File: src/rtl/rv_g_pkg.sv
// Shared register-file definitions for the rv_g core: register address width
// and the integer/float split of the 64-entry destination address space.
package rv_g_pkg;

    localparam int unsigned RegAddrW = 6;
    localparam int unsigned FpSelBit = 5;

    typedef logic [RegAddrW-1:0] reg_addr_t;

    typedef enum logic {
        REG_INT = 1'b0,
        REG_FP  = 1'b1
    } reg_file_e;

    // Addresses 0-31 select the integer file, 32-63 the float file.
    function automatic reg_file_e addr_file(input reg_addr_t addr);
        return reg_file_e'(addr[FpSelBit]);
    endfunction

endpackage

File: src/rtl/rr_arbiter.sv
// Combinational round-robin picker: first requester at or after ptr wins.
// Produces a one-hot grant and the matching binary index.
module rr_arbiter #(
    parameter  int unsigned N    = 4,
    localparam int unsigned IdxW = (N > 1) ? $clog2(N) : 1
) (
    input  logic [N-1:0]    req,
    input  logic [IdxW-1:0] ptr,
    output logic [N-1:0]    grant,
    output logic [IdxW-1:0] grant_idx
);

    logic found;

    always_comb begin : search
        int unsigned     pos;
        logic [IdxW-1:0] cand;
        // NOTE: combinational logic uses blocking assignments with every output
        // defaulted first, so no path through the block can infer a latch.
        grant     = '0;
        grant_idx = '0;
        found     = 1'b0;
        pos       = 0;
        cand      = '0;
        for (int unsigned k = 0; k < N; k++) begin
            pos = 32'(ptr) + k;
            if (pos >= N) begin
                pos = pos - N;
            end
            cand = IdxW'(pos);
            if (!found && req[cand]) begin
                found       = 1'b1;
                grant[cand] = 1'b1;
                grant_idx   = cand;
            end
        end
    end

endmodule

File: src/rtl/rv_g_wb_arbiter.sv
// Write-back arbiter: one skid entry per result source, round-robin selection
// and a registered register-file write port with int/float width formatting.
module rv_g_wb_arbiter
    import rv_g_pkg::*;
#(
    parameter  int unsigned XLEN    = 64,
    parameter  int unsigned FLEN    = 64,
    parameter  int unsigned NUM_SRC = 4,
    localparam int unsigned MaxLen  = (XLEN > FLEN) ? XLEN : FLEN
) (
    input  logic                              clk_i,
    input  logic                              arst_ni,
    input  logic [NUM_SRC-1:0]                src_valid_i,
    output logic [NUM_SRC-1:0]                src_ready_o,
    input  logic [NUM_SRC-1:0][RegAddrW-1:0]  src_addr_i,
    input  logic [NUM_SRC-1:0][MaxLen-1:0]    src_data_i,
    output logic [RegAddrW-1:0]               wr_addr_o,
    output logic [MaxLen-1:0]                 wr_data_o,
    output logic                              wr_en_o,
    output logic                              busy_o
);

    localparam int unsigned       IdxW    = (NUM_SRC > 1) ? $clog2(NUM_SRC) : 1;
    localparam logic [MaxLen-1:0] IntKeep = MaxLen'({XLEN{1'b1}});
    localparam logic [MaxLen-1:0] NanBox  = ~MaxLen'({FLEN{1'b1}});

    logic [NUM_SRC-1:0] buf_valid_q;
    reg_addr_t          buf_addr_q [NUM_SRC];
    logic [MaxLen-1:0]  buf_data_q [NUM_SRC];

    logic [NUM_SRC-1:0] grant;
    logic [IdxW-1:0]    grant_idx;
    logic [IdxW-1:0]    ptr_q;
    logic [NUM_SRC-1:0] accept;
    logic               any_grant;

    reg_addr_t          sel_addr;
    logic [MaxLen-1:0]  sel_data;

    logic               wr_en_q;
    reg_addr_t          wr_addr_q;
    logic [MaxLen-1:0]  wr_data_q;

    // Integer results are zero-extended, float results NaN-boxed above FLEN.
    function automatic logic [MaxLen-1:0] wb_format(input reg_addr_t addr,
                                                    input logic [MaxLen-1:0] data);
        if (addr_file(addr) == REG_INT) begin
            return data & IntKeep;
        end
        return data | NanBox;
    endfunction

    rr_arbiter #(
        .N (NUM_SRC)
    ) u_rr_arbiter (
        .req       (buf_valid_q),
        .ptr       (ptr_q),
        .grant     (grant),
        .grant_idx (grant_idx)
    );

    // A granted entry frees its slot this cycle, so the source may refill it on
    // the same edge and keep one write per cycle flowing.
    assign src_ready_o = ~buf_valid_q | grant;
    assign accept      = src_valid_i & src_ready_o;
    assign any_grant   = |grant;

    always_ff @(posedge clk_i or negedge arst_ni) begin
        if (!arst_ni) begin
            buf_valid_q <= '0;
        end else begin
            buf_valid_q <= accept | (buf_valid_q & ~grant);
        end
    end

    // NOTE: the buffer payload is deliberately left unreset; buf_valid_q gates
    // every use of it, and dropping the reset keeps these plain data flops.
    always_ff @(posedge clk_i) begin
        for (int unsigned i = 0; i < NUM_SRC; i++) begin
            if (accept[i]) begin
                buf_addr_q[i] <= src_addr_i[i];
                buf_data_q[i] <= src_data_i[i];
            end
        end
    end

    always_ff @(posedge clk_i or negedge arst_ni) begin
        if (!arst_ni) begin
            ptr_q <= '0;
        end else if (any_grant) begin
            if (grant_idx == IdxW'(NUM_SRC - 1)) begin
                ptr_q <= '0;
            end else begin
                ptr_q <= grant_idx + 1'b1;
            end
        end
    end

    assign sel_addr = buf_addr_q[grant_idx];
    assign sel_data = buf_data_q[grant_idx];

    // Address and data hold their last value between writes; only the strobe pulses.
    always_ff @(posedge clk_i or negedge arst_ni) begin
        if (!arst_ni) begin
            wr_en_q   <= 1'b0;
            wr_addr_q <= '0;
            wr_data_q <= '0;
        end else begin
            wr_en_q <= any_grant;
            if (any_grant) begin
                wr_addr_q <= sel_addr;
                wr_data_q <= wb_format(sel_addr, sel_data);
            end
        end
    end

    assign wr_en_o   = wr_en_q;
    assign wr_addr_o = wr_addr_q;
    assign wr_data_o = wr_data_q;
    assign busy_o    = (|buf_valid_q) | wr_en_q;

endmodule
File: config.mk
export PLATFORM = sky130hd
export DESIGN_NAME = rv_g_wb_arbiter
export DESIGN_NICKNAME = d
export VERILOG_FILES = /design/src/rtl/rv_g_pkg.sv /design/src/rtl/rr_arbiter.sv /design/src/rtl/rv_g_wb_arbiter.sv
export SDC_FILE = /design/constraint.sdc
export NUM_CORES = 1
export LEC_CHECK = 0
export BUFFER_PORTS_ARGS = -buffer_cell sky130_fd_sc_hd__buf_2
export CORE_UTILIZATION = 53
export CTS_CLUSTER_SIZE = 24
export DETAILED_ROUTE_END_ITERATION = 12
export PLACE_DENSITY_LB_ADDON = 0.08
export RECOVER_POWER = 25
export SETUP_SLACK_MARGIN = 0.02
export SYNTH_ARGS = -nofsm -noshare
export SYNTH_HDL_FRONTEND = slang
export SYNTH_SLANG_ARGS = --single-unit
File: constraint.sdc
create_clock -name clk_i -period 7.8 [get_ports clk_i]
set_input_delay 1.17 -clock clk_i [delete_from_list [all_inputs] [get_ports clk_i]]
set_output_delay 1.17 -clock clk_i [all_outputs]
set_load 0.01 [all_outputs]
==> parameters.txt <==
Parameter                              Value

Outcome
  Result of the run    complete, but fails checks
  Violated checks    max-capacitance violations, max-slew violations

Timing
  Fin Clk Skew    0.0234 ns
  Time the final worst path needs with I/O delays and setup    5.09 ns
  Slew Limit Fails    26
  Sum Neg Setup Slack    0 ns
  Maximum clock frequency    197 MHz
  Least-Margin Pin Slew    1.58 ns
  Worst slew margin relative to its limit    -5.26%
  Count of endpoints failing setup in the final report    0
  Post-route clock period utilization    65.2%
  Final hold vios    0
  Unrepaired setup endpoints after global routing    false

Synthesis
  XOR/XNOR share of the synthesized area    0.0604%
  Count of warnings emitted by yosys    0
  Cells taking the most area after synthesis    sky130_fd_sc_hd__edfxtp_1 58%, sky130_fd_sc_hd__dfrtp_1 13%, sky130_fd_sc_hd__and3_1 6.2%, sky130_fd_sc_hd__a211oi_1 6.1%, sky130_fd_sc_hd__o31ai_1 3.2%
  Synthesized net count    1,244
  Avg Synthesized Cell Area    15.2 µm²
  Sequential element share of the synthesized area    71.3%
  Combined area of all synthesized cells    14,500 µm²
  Post-synthesis compound-gate area fraction    12.9%
  Number of unique standard cell types used by synthesis    42
  Gate count of the mapped netlist    952
  Combinational family with the most area after synthesis    compound AO/OA/AOI/OAI gates
  Mux cell area share after synthesis    1.05%
  Post-synthesis register bit count    357
  Most area-hungry cell type in the Yosys netlist    sky130_fd_sc_hd__edfxtp_1
  Area share of fa/ha/maj cells after synthesis    0.518%
  Synth top area share    58.0%
  Share of synthesized cell area in and, or, nand and nor gates    10.3%

Power and ir drop
  Worst vdd ir    0.557 mV
  Net switching fraction of the power    41.8%
  Share of power burned in registers    33.8%
  Power per cell area    550 nW/µm²
  Clock share of power    19.0%
  P_int    5670 µW
  Static Leakage    0.00705 µW
  Gate power share    47.2%
  Psw    4060 µW
  Final Total Pwr    9730 µW

Drt
  Drt first pass iters    5
  DRT antenna net count    0
  Via count    9,742
  Detail-routed via count per cell    5.88
  Total wire length after detailed routing    38.7 mm
  Residual DRC    0
  Wire per inst    23.4 µm
  Count of routing violations after the opening detailed-route iteration    851

Clock network
  Inserted Clock Buffers    38
  Number of setup buffers added after CTS    0
  CTS tree    built
  Sinks on the clock net    357
  Count of hold buffers inserted by post-cts repair    0
  # resized after CTS    0
  Post-CTS clock slew at the launch and capture registers of the worst setup and hold paths    0.06 ns
  Later-pin clock latency in the skew report    0.53 ns
  CTS H-tree lvls    2
  Buffer depth of the longest clock path    3
  Cell at the root of the clock tree    sky130_fd_sc_hd__clkbuf_16

Worst setup path
  Worst setup path start    ptr_q[0]$_DFFE_PN0P_
  Required arrival time at the worst endpoint    7.95 ns
  Cell-by-cell listing of the critical path    clkinv_1, ha_1, mux4_2, nor4b_4, a2111oi_0, clkbuf_1, nor2b_4, buf_4
  Element type at the critical path start    register
  Worst R2R Start    ptr_q[0]$_DFFE_PN0P_
  Combined buffer and inverter count along the critical path    3
  Highest cell delay on the worst timing path    0.76 ns
  Type of the setup path with the least slack    reg2reg
  Worst path top cell family by delay    simple AND/OR/NAND/NOR gates
  Peak fanout along the critical path    42
  Sort of element at the end of the critical path    register
  Cell with the biggest individual delay on the critical path    sky130_fd_sc_hd__dfrtp_1
  Worst endpoint data arrival time    5.24 ns

Floorplan
  Die ar.    28,000 µm²
  Effective utilization at floorplan    53.9%
  Die extent in x    167 µm
  Core Area    26,900 µm²
  Top-level port count    362
  Vertical extent of the die    167 µm
  Num rows    60

Finish
  Leading cell type in the layout, fill and taps excluded    sky130_fd_sc_hd__buf_2
  Share of cells above drive strength 1    37.2%
  Commonest non-fill, non-tap cells in the layout    360 x sky130_fd_sc_hd__buf_2, 280 x sky130_fd_sc_hd__edfxtp_1, 143 x sky130_fd_sc_hd__and3_1
  Post-layout net count    1,568
  Layout-stage area growth over the synthesis result    22.1%

Job
  Max-Cap Viols    1

Worst hold path
  Worst min-delay path startpoint    wr_data_o[56]$_DFFE_PN0P_
  Worst min path class    reg2reg

Global route
  Initial antenna violation count    9
  Global Route Usage Sum    27.6%
  Maximum number of pins on one net before global-route repair    141
  Via count of the first global-routing pass    9,693
  Remaining Overflow, GRT    0
  Wire length of the first global-routing pass    57.8 mm

Place
  Placer Congestion    0.815
  Number of port buffers    361
  HPWL after detailed placement    22.9 mm
## registers in the layout (all words and copies together), names as in the netlist
name / count
buf_addr_q: 24
wr_addr_o: 6
buf_valid_q: 4
buf_data_q: 256
wr_data_o: 64
ptr_q: 2
wr_en_o: 1
## worst reg2reg max path, delay by kind of cell (launching register included)
kind / cells / cell delay [ns]
AO/OA/AOI/OAI: 1 / 0.31
adder cells (fa/ha/maj): 1 / 0.49
buffers and inverters: 3 / 1.30
flip-flops: 1 / 0.76
multiplexers: 1 / 0.48
AND/OR/NAND/NOR: 2 / 1.36
## layout make-up
type | instances | area (µm²)
antenna | 9 | 22.5
timing repair buffer | 372 | 1880
clock inverter | 18 | 218
tap | 341 | 427
fill | 2055 | 9190
multi-input combinational | 498 | 3690
inverter | 9 | 33.8
sequential | 357 | 10300
clock buffer | 52 | 1070
## synthesized netlist by cell type (all sizes together)
| library cell | count |
|---|---|
| or4 | 1 |
| nor4bb | 1 |
| o21ai | 3 |
| nor2 | 3 |
| or2 | 4 |
| o21a | 2 |
| dfrtp | 77 |
| nor4 | 1 |
| mux2i | 4 |
| buf | 44 |
| ha | 6 |
| nand2 | 11 |
| nor4b | 1 |
| edfxtp | 280 |
| o2bb2ai | 3 |
| a21oi | 6 |
| nand3 | 70 |
| inv | 8 |
| o32a | 1 |
| clkbuf | 44 |
| nor3 | 1 |
| o22ai | 1 |
| clkinv | 1 |
| o221ai | 2 |
| a2111oi | 1 |
| and3 | 143 |
| a211oi | 139 |
| nand3b | 5 |
| and2 | 3 |
| o31ai | 71 |
| mux2 | 2 |
| mux4 | 4 |
| o41ai | 1 |
| xnor2 | 1 |
| nor2b | 7 |
## power groups by stage
| stage | Clock, µW | Sequential (µW) | Combinational, µW |
|---|---|---|---|
| after global placement | 0 | 3310 | 4520 |
| after floorplan | 0 | 3390 | 3280 |
| final | 1840 | 3290 | 4600 |
| after detailed placement | 0 | 3320 | 4610 |
| after global routing | 1940 | 3360 | 5000 |
| after CTS | 1870 | 3290 | 4620 |
## through the flow
step	hold WS, ns	area (µm²)	std cells	setup slack [ns]	util, %
after floorplan	0.541	14500	952	1.77	-
after global placement	0.476	16400	1576	2.75	60.9
after detailed placement	0.482	16400	1576	2.71	60.9
after CTS	0.495	17700	1646	2.37	65.7
after global routing	0.506	17700	1652	2.34	65.8
final	0.490	17700	1656	2.71	65.8
## final timing paths
check / endpoint / slack, ns / depth (start not counted)
max: buf_addr_q[2][0]$_DFFE_PP_ / 2.71 / 8
min: wr_data_o[56]$_DFFE_PN0P_ / 0.49 / 2
max reg2reg: buf_addr_q[2][0]$_DFFE_PP_ / 2.71 / 8
min reg2reg: wr_data_o[56]$_DFFE_PN0P_ / 0.49 / 2
max in group asynchronous: wr_data_o[46]$_DFFE_PN0P_ / 5.20 / 2
min in group asynchronous: wr_data_o[0]$_DFFE_PN0P_ / 1.03 / 1
## per-layer routing
metal | track usage, % | routed length (µm) | vias to the layer above
met5 | 0 | 13 | -
met4 | 10.3 | 1270 | 2
met3 | 6.41 | 3020 | 74
met2 | 44.5 | 18700 | 427
met1 | 36.8 | 15700 | 4790
li1 | - | - | 4449
## cell families after synthesis
| family | count (synthesis) |
|---|---|
| adder cells (fa/ha/maj) | 6 |
| buffers and inverters | 97 |
| XOR/XNOR | 1 |
| AO/OA/AOI/OAI | 230 |
| multiplexers | 10 |
| AND/OR/NAND/NOR | 251 |
| flip-flops | 357 |
Note: power is estimated with default switching activity, not from simulation.
